**src/rtl/sc_pkg.sv**
```systemverilog
// Shared types and helpers for the stochastic stream decoder.
// Holds the FSM state encoding and the window/result arithmetic.
package sc_pkg;

    typedef enum logic [1:0] {
        IDLE  = 2'd0,
        ACCUM = 2'd1,
        STALL = 2'd2
    } sc_state_t;

    // Window length L = 2**log2.
    function automatic int unsigned sc_win_len(input int unsigned log2);
        return 32'd1 << log2;
    endfunction

    // Bipolar estimate 2*ones - L in 32-bit two's complement.
    function automatic logic [31:0] sc_bipolar_of(
        input logic [31:0] ones,
        input logic [31:0] len
    );
        return (ones << 1) - len;
    endfunction

endpackage

```
**src/rtl/sc_ones_counter.sv**
```systemverilog
// Sample and ones counters for one decoding window.
// last_sample flags that the next accepted bit closes the window.
module sc_ones_counter
    import sc_pkg::*;
#(
    parameter int WIN_LOG2 = 8
) (
    input  logic              clk,
    input  logic              rst,
    input  logic              clr,
    input  logic              en,
    input  logic              bit_in,
    output logic [WIN_LOG2:0] ones,
    output logic              last_sample
);

    logic [WIN_LOG2-1:0] sample_cnt;

    // Clear wins over count so a closing bit restarts the window at zero.
    always_ff @(posedge clk or posedge rst) begin
        if (rst) begin
            sample_cnt <= '0;
            ones       <= '0;
        end else if (clr) begin
            sample_cnt <= '0;
            ones       <= '0;
        end else if (en) begin
            sample_cnt <= sample_cnt + 1'b1;
            ones       <= ones + {{WIN_LOG2{1'b0}}, bit_in};
        end
    end

    assign last_sample = &sample_cnt;

endmodule

```
**src/rtl/sc_stream_decoder.sv**
```systemverilog
// Stochastic-to-binary decoder: counts ones over L accepted bits.
// Emits a unipolar count or bipolar 2*ones-L through a valid/ready port.
module sc_stream_decoder
    import sc_pkg::*;
#(
    parameter int WIN_LOG2 = 8,
    parameter bit BIPOLAR  = 1'b0
) (
    input  logic                clk,
    input  logic                rst,
    input  logic                start,
    input  logic                cont,
    input  logic                in_bit,
    input  logic                in_valid,
    output logic                in_ready,
    output logic [WIN_LOG2+1:0] out_value,
    output logic                out_valid,
    input  logic                out_ready,
    output logic                busy
);

    localparam int unsigned L = sc_win_len(WIN_LOG2);
    localparam int OW = WIN_LOG2 + 2;

    sc_state_t         state;
    logic [WIN_LOG2:0] ones;
    logic [WIN_LOG2:0] ones_next;
    logic              last_sample;
    logic              accept;
    logic              done;
    logic              stall_req;
    logic              clr;
    logic [OW-1:0]     result;

    sc_ones_counter #(
        .WIN_LOG2(WIN_LOG2)
    ) u_cnt (
        .clk        (clk),
        .rst        (rst),
        .clr        (clr),
        .en         (accept),
        .bit_in     (in_bit),
        .ones       (ones),
        .last_sample(last_sample)
    );

    // Hold off the closing bit only while an unconsumed result would be overwritten.
    assign in_ready  = (state == ACCUM)
                     && !(last_sample && out_valid && !out_ready);
    assign accept    = in_valid && in_ready;
    assign done      = accept && last_sample;
    assign stall_req = in_valid && last_sample && out_valid && !out_ready;
    assign clr       = ((state == IDLE) && start) || done;
    assign busy      = (state != IDLE);
    assign ones_next = ones + {{WIN_LOG2{1'b0}}, in_bit};

    // Result of the window closing this cycle, including the closing bit.
    always_comb begin
        result = {1'b0, ones_next};
        if (BIPOLAR) begin
            result = OW'(sc_bipolar_of(32'(ones_next), L));
        end
    end

    // Window FSM plus registered result; a load and a consume may share an edge.
    always_ff @(posedge clk or posedge rst) begin
        if (rst) begin
            state     <= IDLE;
            out_value <= '0;
            out_valid <= 1'b0;
        end else begin
            if (done) begin
                out_value <= result;
                out_valid <= 1'b1;
            end else if (out_ready) begin
                out_valid <= 1'b0;
            end
            unique case (state)
                IDLE: begin
                    if (start) state <= ACCUM;
                end
                ACCUM: begin
                    if (done) state <= cont ? ACCUM : IDLE;
                    else if (stall_req) state <= STALL;
                end
                STALL: begin
                    if (out_ready) state <= ACCUM;
                end
                default: state <= IDLE;
            endcase
        end
    end

endmodule

```
**config.mk**
```make
export PLATFORM = sky130hd
export DESIGN_NAME = sc_stream_decoder
export DESIGN_NICKNAME = d
export VERILOG_FILES = /design/src/rtl/sc_pkg.sv /design/src/rtl/sc_ones_counter.sv /design/src/rtl/sc_stream_decoder.sv
export SDC_FILE = /design/constraint.sdc
export NUM_CORES = 1
export LEC_CHECK = 0
export CAP_MARGIN = 20
export CELL_PAD_IN_SITES_DETAIL_PLACEMENT = 0
export CELL_PAD_IN_SITES_GLOBAL_PLACEMENT = 1
export CORE_MARGIN = 5
export CORE_UTILIZATION = 25
export CTS_CLUSTER_SIZE = 40
export DETAILED_ROUTE_END_ITERATION = 8
export GPL_TIMING_DRIVEN = 0
export PLACE_DENSITY_LB_ADDON = 0.1
export SYNTH_ARGS = -nofsm -noshare
export SYNTH_HDL_FRONTEND = slang
export SYNTH_HIERARCHICAL = 1
export SYNTH_SLANG_ARGS = --single-unit
```
**constraint.sdc**
```tcl
create_clock -name clk -period 6 [get_ports clk]
set_input_delay 0.6 -clock clk [delete_from_list [all_inputs] [get_ports clk]]
set_output_delay 0.6 -clock clk [all_outputs]
set_load 0.005 [all_outputs]
```
==> Word-level counts from Yosys, hierarchy flattened <==
Index checks and enable logic that the tools add are counted.
{ "totals": {"ff_bits": 29, "inputBits": 7} }
{ "classes": {"n_mux": 12, "n_eq_ne": 5, "add_sub_neg": 2, "reduce_logical": 18} }
{ "ops": {"columns": ["operator", "n"], "rows": [
  ["2-to-1 mux 9 bit", 2],
  ["2-to-1 mux 8 bit", 2],
  ["adder 9 x 1 -> 9 bit", 1],
  ["logical AND 1 bit", 9],
  ["adder 8 x 1 -> 8 bit (second input constant)", 1],
  ["2-to-1 mux 2 bit", 4],
  ["AND reduction 8 bit", 1],
  ["one-hot mux 2 bit (3 select lines)", 1],
  ["nonzero test 2 bit", 3],
  ["inequality test 2 bit (second input constant)", 2],
  ["2-to-1 mux 1 bit", 3],
  ["inequality test 3 bit (second input constant)", 1],
  ["AND reduction 3 bit", 1],
  ["equality test 2 x 1 -> 1 bit (second input constant)", 1],
  ["equality test 2 bit (second input constant)", 1],
  ["zero test 1 bit", 2],
  ["zero test 2 bit", 1],
  ["logical OR 1 bit", 1]
]} }

==> Logic depth before layout (Yosys ltp) <==
{ "depth": {"ltp_word": 9, "mapped_depth": 9, "depth_no_buf": 8} }

==> By module <==
Netlist, hierarchy kept.
{ "modules_own_cells": {"columns": ["module", "cells_each", "seq_area_each_um2", "area_each_um2", "instances"], "rows": [
  ["sc_ones_counter", 83, 425.4, 852.1, 1],
  ["sc_stream_decoder", 67, 300.3, 688.2, 1]
]} }

==> Least setup slack after synthesis <==
No wires, ideal clock.
{ "synth_timing": {"kind": "register -> register", "from": "register u_cnt.sample_cnt[0]", "to": "register u_cnt.ones[6]", "n_path_buf": 1, "path_slack_ps": 3839, "t_arrival_ps": 2083, "t_required_ps": 5923, "path_stages_with_launch": 10, "synth_period_minus_slack_ps": 2161, "path_cell_list": "dfrtp_1 -> ha_1 -> nand3_1 -> nor2_1 -> nand4b_1 -> o22ai_1 -> buf_4 -> o2111ai_2 -> or3_1 -> a21oi_1"} }
{ "synth_via": {"elab_chain_len": 9, "word_cells_on_any_way": 10, "cone_classes": "1 x mux; 9 x reduce/logical"} }
{ "synth_lines": {"columns": ["element", "line_no", "rtl"], "rows": [
  ["start, declared", "sc_ones_counter.sv:17", "logic [WIN_LOG2-1:0] sample_cnt;"],
  ["start signal, assigned", "sc_ones_counter.sv:28", "sample_cnt <= sample_cnt + 1'b1;"],
  ["AND reduction 8 bit *", "sc_ones_counter.sv:33", "assign last_sample = &sample_cnt;"],
  ["via last_sample", "sc_stream_decoder.sv:28", "logic last_sample;"],
  ["logical AND 1 bit (2 in series)", "sc_stream_decoder.sv:49", "&& !(last_sample && out_valid && !out_ready);"],
  ["zero test 1 bit", "sc_stream_decoder.sv:49", null],
  ["logical AND 1 bit", "sc_stream_decoder.sv:49", null],
  ["logical AND 1 bit", "sc_stream_decoder.sv:50", "assign accept = in_valid && in_ready;"],
  ["logical AND 1 bit *", "sc_stream_decoder.sv:51", "assign done = accept && last_sample;"],
  ["logical OR 1 bit *", "sc_stream_decoder.sv:53", "assign clr = ((state == IDLE) && start) || done;"],
  ["via clr", "sc_stream_decoder.sv:32", "logic clr;"],
  ["2-to-1 mux 9 bit / nonzero test 2 bit (equally long branches)", null, null],
  ["end signal, assigned", "sc_ones_counter.sv:29", "ones <= ones + {{WIN_LOG2{1'b0}}, bit_in};"],
  ["end, declared", "sc_ones_counter.sv:13", "output logic [WIN_LOG2:0] ones,"]
]} }
Mark *: on every way through the listed nets, which the timed path passes. The rest lies on a longest branch.
A chain may end at the register's enable or synchronous reset.

==> Final worst setup path <==
{ "layout_timing": {"from": "input out_ready", "to": "output in_ready"} }
{ "layout_via": {"elab_chain_len": 4} }
{ "layout_lines": {"columns": ["element", "line_no", "rtl"], "rows": [
  ["start, declared", "sc_stream_decoder.sv:18", "input logic out_ready,"],
  ["zero test 1 bit", "sc_stream_decoder.sv:49", null],
  ["logical AND 1 bit", "sc_stream_decoder.sv:49", null],
  ["zero test 1 bit", "sc_stream_decoder.sv:49", null],
  ["logical AND 1 bit", "sc_stream_decoder.sv:49", null],
  ["end, declared", "sc_stream_decoder.sv:15", "output logic in_ready,"]
]} }
Every way passes these cells.

==> results.cfg <==
[run_status]
status = finished clean

[clocking]
clk_pin_slew_ps = 60
clock-sinks = 29
postCtsHoldBufs = 0
post-cts-setup-buffers = 0
cts_resized = 0
root_buffer = clkbuf_8
cts_buffer_depth = 2
cts_tree = yes
clkLatencyLatePin_ps = 280
htreeDepth = 2
cts_buffers = 5

[logic_synthesis]
syn_nets = 162
yosys_warnings = 6
avgSynthCellArea_um2 = 10.27
yosysTopAreaCellShare_pct = 47.12
synth-seq-cells = 29
ys_seq_area_share_pct = 47.12
syn_inst = 150
synthDistinctLibCells = 38
yosysTopAreaCell = dfrtp_1
synth_area_leaders = dfrtp_1 (47%), a21oi_1 (4.2%), ha_1 (4.1%)
synth_area_um2 = 1540

[timing]
final-hold-violation-count = 0
fmax_ghz = 0.3711
setup_violations = 0
slew_viol_final = 0
rsz0062_at_grt = false
relSlewSlack_pct = 54.61
worst_pin_slew_ps = 680.1
finalSetupTns_ps = 0
whs_ps = 514.8
finClkSkew_ps = 9.157
fin_ws_ps = 3305
min_period_ps = 2695
min_period_over_period_pct = 44.91

[place]
dp_hpwl_mm = 2.559
pre_cts_slack_ps = 3223
io_buffers = 18
gp_congestion = 0.7703

[cells_and_area]
nFillCells = 632
num-nets-final = 187
layout_common_cells = dfrtp_1 (29), clkdlybuf4s50_1 (18), a21oi_1 (13), nor2_1 (13), o21ai_0 (10)
drive_above_1_share_pct = 11.93
synthToLayoutAreaGrowth_pct = 25.35
fin_util_pct = 32.42
diodes = 0
mostFrequentLayoutCell = dfrtp_1

[global_routing]
grt.total_usage_pct = 10.04
grt_first_pass_wirelength_mm = 6.003
antenna_found_initial = 0
overflow = 0
grt_max_degree = 18
grt_pass1_vias = 1257

[floorplanning]
boundaryPins = 20
initial_core_util_pct = 25.86
die_area_um2 = 7830
rows = 28
die_y_um = 88.49
coreArea_um2 = 5956
die_w_um = 88.49

[critical_path]
cp_max_fo = 4
crit_end = in_ready
path_depth = 4
reg2reg_from = u_cnt/sample_cnt[0]
startpoint_type = primary input
critical_path_class = primary input to output port
cp_cell_sequence = clkdlybuf4s50_1 -> and2b_1 -> a21oi_1 -> clkdlybuf4s50_1
critPathMaxStageDelay_ps = 530
critPathLaunch = out_ready
cp_num_buf_inv = 2
cpMaxStageDelayCell = clkdlybuf4s50_1
r2r_setup_slack_ps = 3380
critPathTopFamily = buffers and inverters
crit_top_cell = clkdlybuf4s50_1
regToRegEndpoint = u_cnt/ones[8]
required_ps = 5400
reg2reg_depth = 9
cp.arrival_ps = 2090
crit_path_end_kind = output port

[detailed_routing]
wl_per_cell_um = 13.92
dr.pass1.iters = 5
vias = 1226
drc = 0
drtIter0Drc = 42
drt-vias-per-instance = 4.884
wl_mm = 3.495
ant_nets = 0

[job]
max-cap-violations = 0

[power_and_ir_drop]
leakagePower_uw = 0.0008035
irDropWorstVdd_mv = 0.1257
p_per_area_nw_per_um2 = 336.0

[hold_path]
min_path_type = flip-flop to flip-flop
-- kinds of logic (layout without fill, tap and decap cells) --
group | Yosys count | in the layout | share of synthesized area (%)
compound gates | 36 | 36 | 15.19
flops | 29 | 29 | 47.12
buf+inv | 10 | 36 | 3.899
xor+xnor | 10 | 10 | 5.686
mux | 7 | 7 | 4.874
other cells | 1 | 1 | 0.2435
simple gates | 52 | 52 | 18.93
fa+ha+maj | 5 | 5 | 4.062
-- area by class of cell --
| class | instances | area (µm²) | area share (%) |
|---|---|---|---|
| multi-input combinational | 111 | 754.5 | 39.08 |
| sequential | 29 | 725.7 | 37.59 |
| timing repair buffer | 18 | 180.2 | 9.332 |
| tap | 75 | 93.84 | 4.861 |
| clock buffer | 7 | 86.33 | 4.472 |
| buffer | 5 | 41.29 | 2.139 |
| clock inverter | 1 | 30.03 | 1.555 |
| inverter | 5 | 18.77 | 0.9721 |
-- cells in the mapped netlist, drive strengths merged --
cell type / instances
a211o: 1
a21oi: 13
a2bb2oi: 2
a311oi: 1
a31oi: 2
and2: 1
and2b: 2
and3: 1
and4b: 1
buf: 4
clkbuf: 1
conb: 1
dfrtp: 29
ha: 5
inv: 5
mux2: 4
mux2i: 3
nand2: 6
nand2b: 1
nand3: 8
nand4: 6
nand4b: 1
nor2: 14
o2111ai: 2
o21ai: 10
o22ai: 1
o311a: 2
o31ai: 2
or2: 1
or2b: 1
or3: 7
or4: 2
xnor2: 5
xor2: 5
-- worst min-delay path by stage --
stage,startpoint,slack [ps],to,cells past startpoint
after floorplan,rst,460,out_valid,1
after global placement,out_value[4],490,out_value[4],1
after detailed placement,out_value[1],500,out_value[1],1
after CTS,out_value[1],520,out_value[1],1
after global routing,out_value[1],540,out_value[1],1
final,out_value[1],510,out_value[1],1
-- through the flow --
step	total power (µW)	area [µm²]	cells
final	648.8	1931	251
after global routing	702.3	1931	251
after CTS	662.6	1931	251
after detailed placement	447.7	1814	243
after global placement	440.5	1814	243
after floorplan	400.0	1540	150
-- layer usage --
| metal | global-route usage [%] | share of wire, % |
|---|---|---|
| met5 | 0 | 0 |
| met4 | 3.297 | 0.97 |
| met3 | 3.445 | 5.7 |
| met2 | 15.64 | 45 |
| met1 | 13.08 | 48 |
-- power breakdown --
part / switching (µW) / leakage (µW) / total (µW) / internal [µW]
registers: 70.9 / 0.000378 / 308 / 237
clock network: 72.3 / 0.0000585 / 207 / 135
logic: 68.5 / 0.000367 / 133 / 64.4
-- state kept, by name, indices dropped and copies added, names as in the netlist --
name / flops
out_value: 9
u_cnt/ones: 9
u_cnt/sample_cnt: 8
state: 2
out_valid: 1
Note: power is estimated with default switching activity, not from simulation.
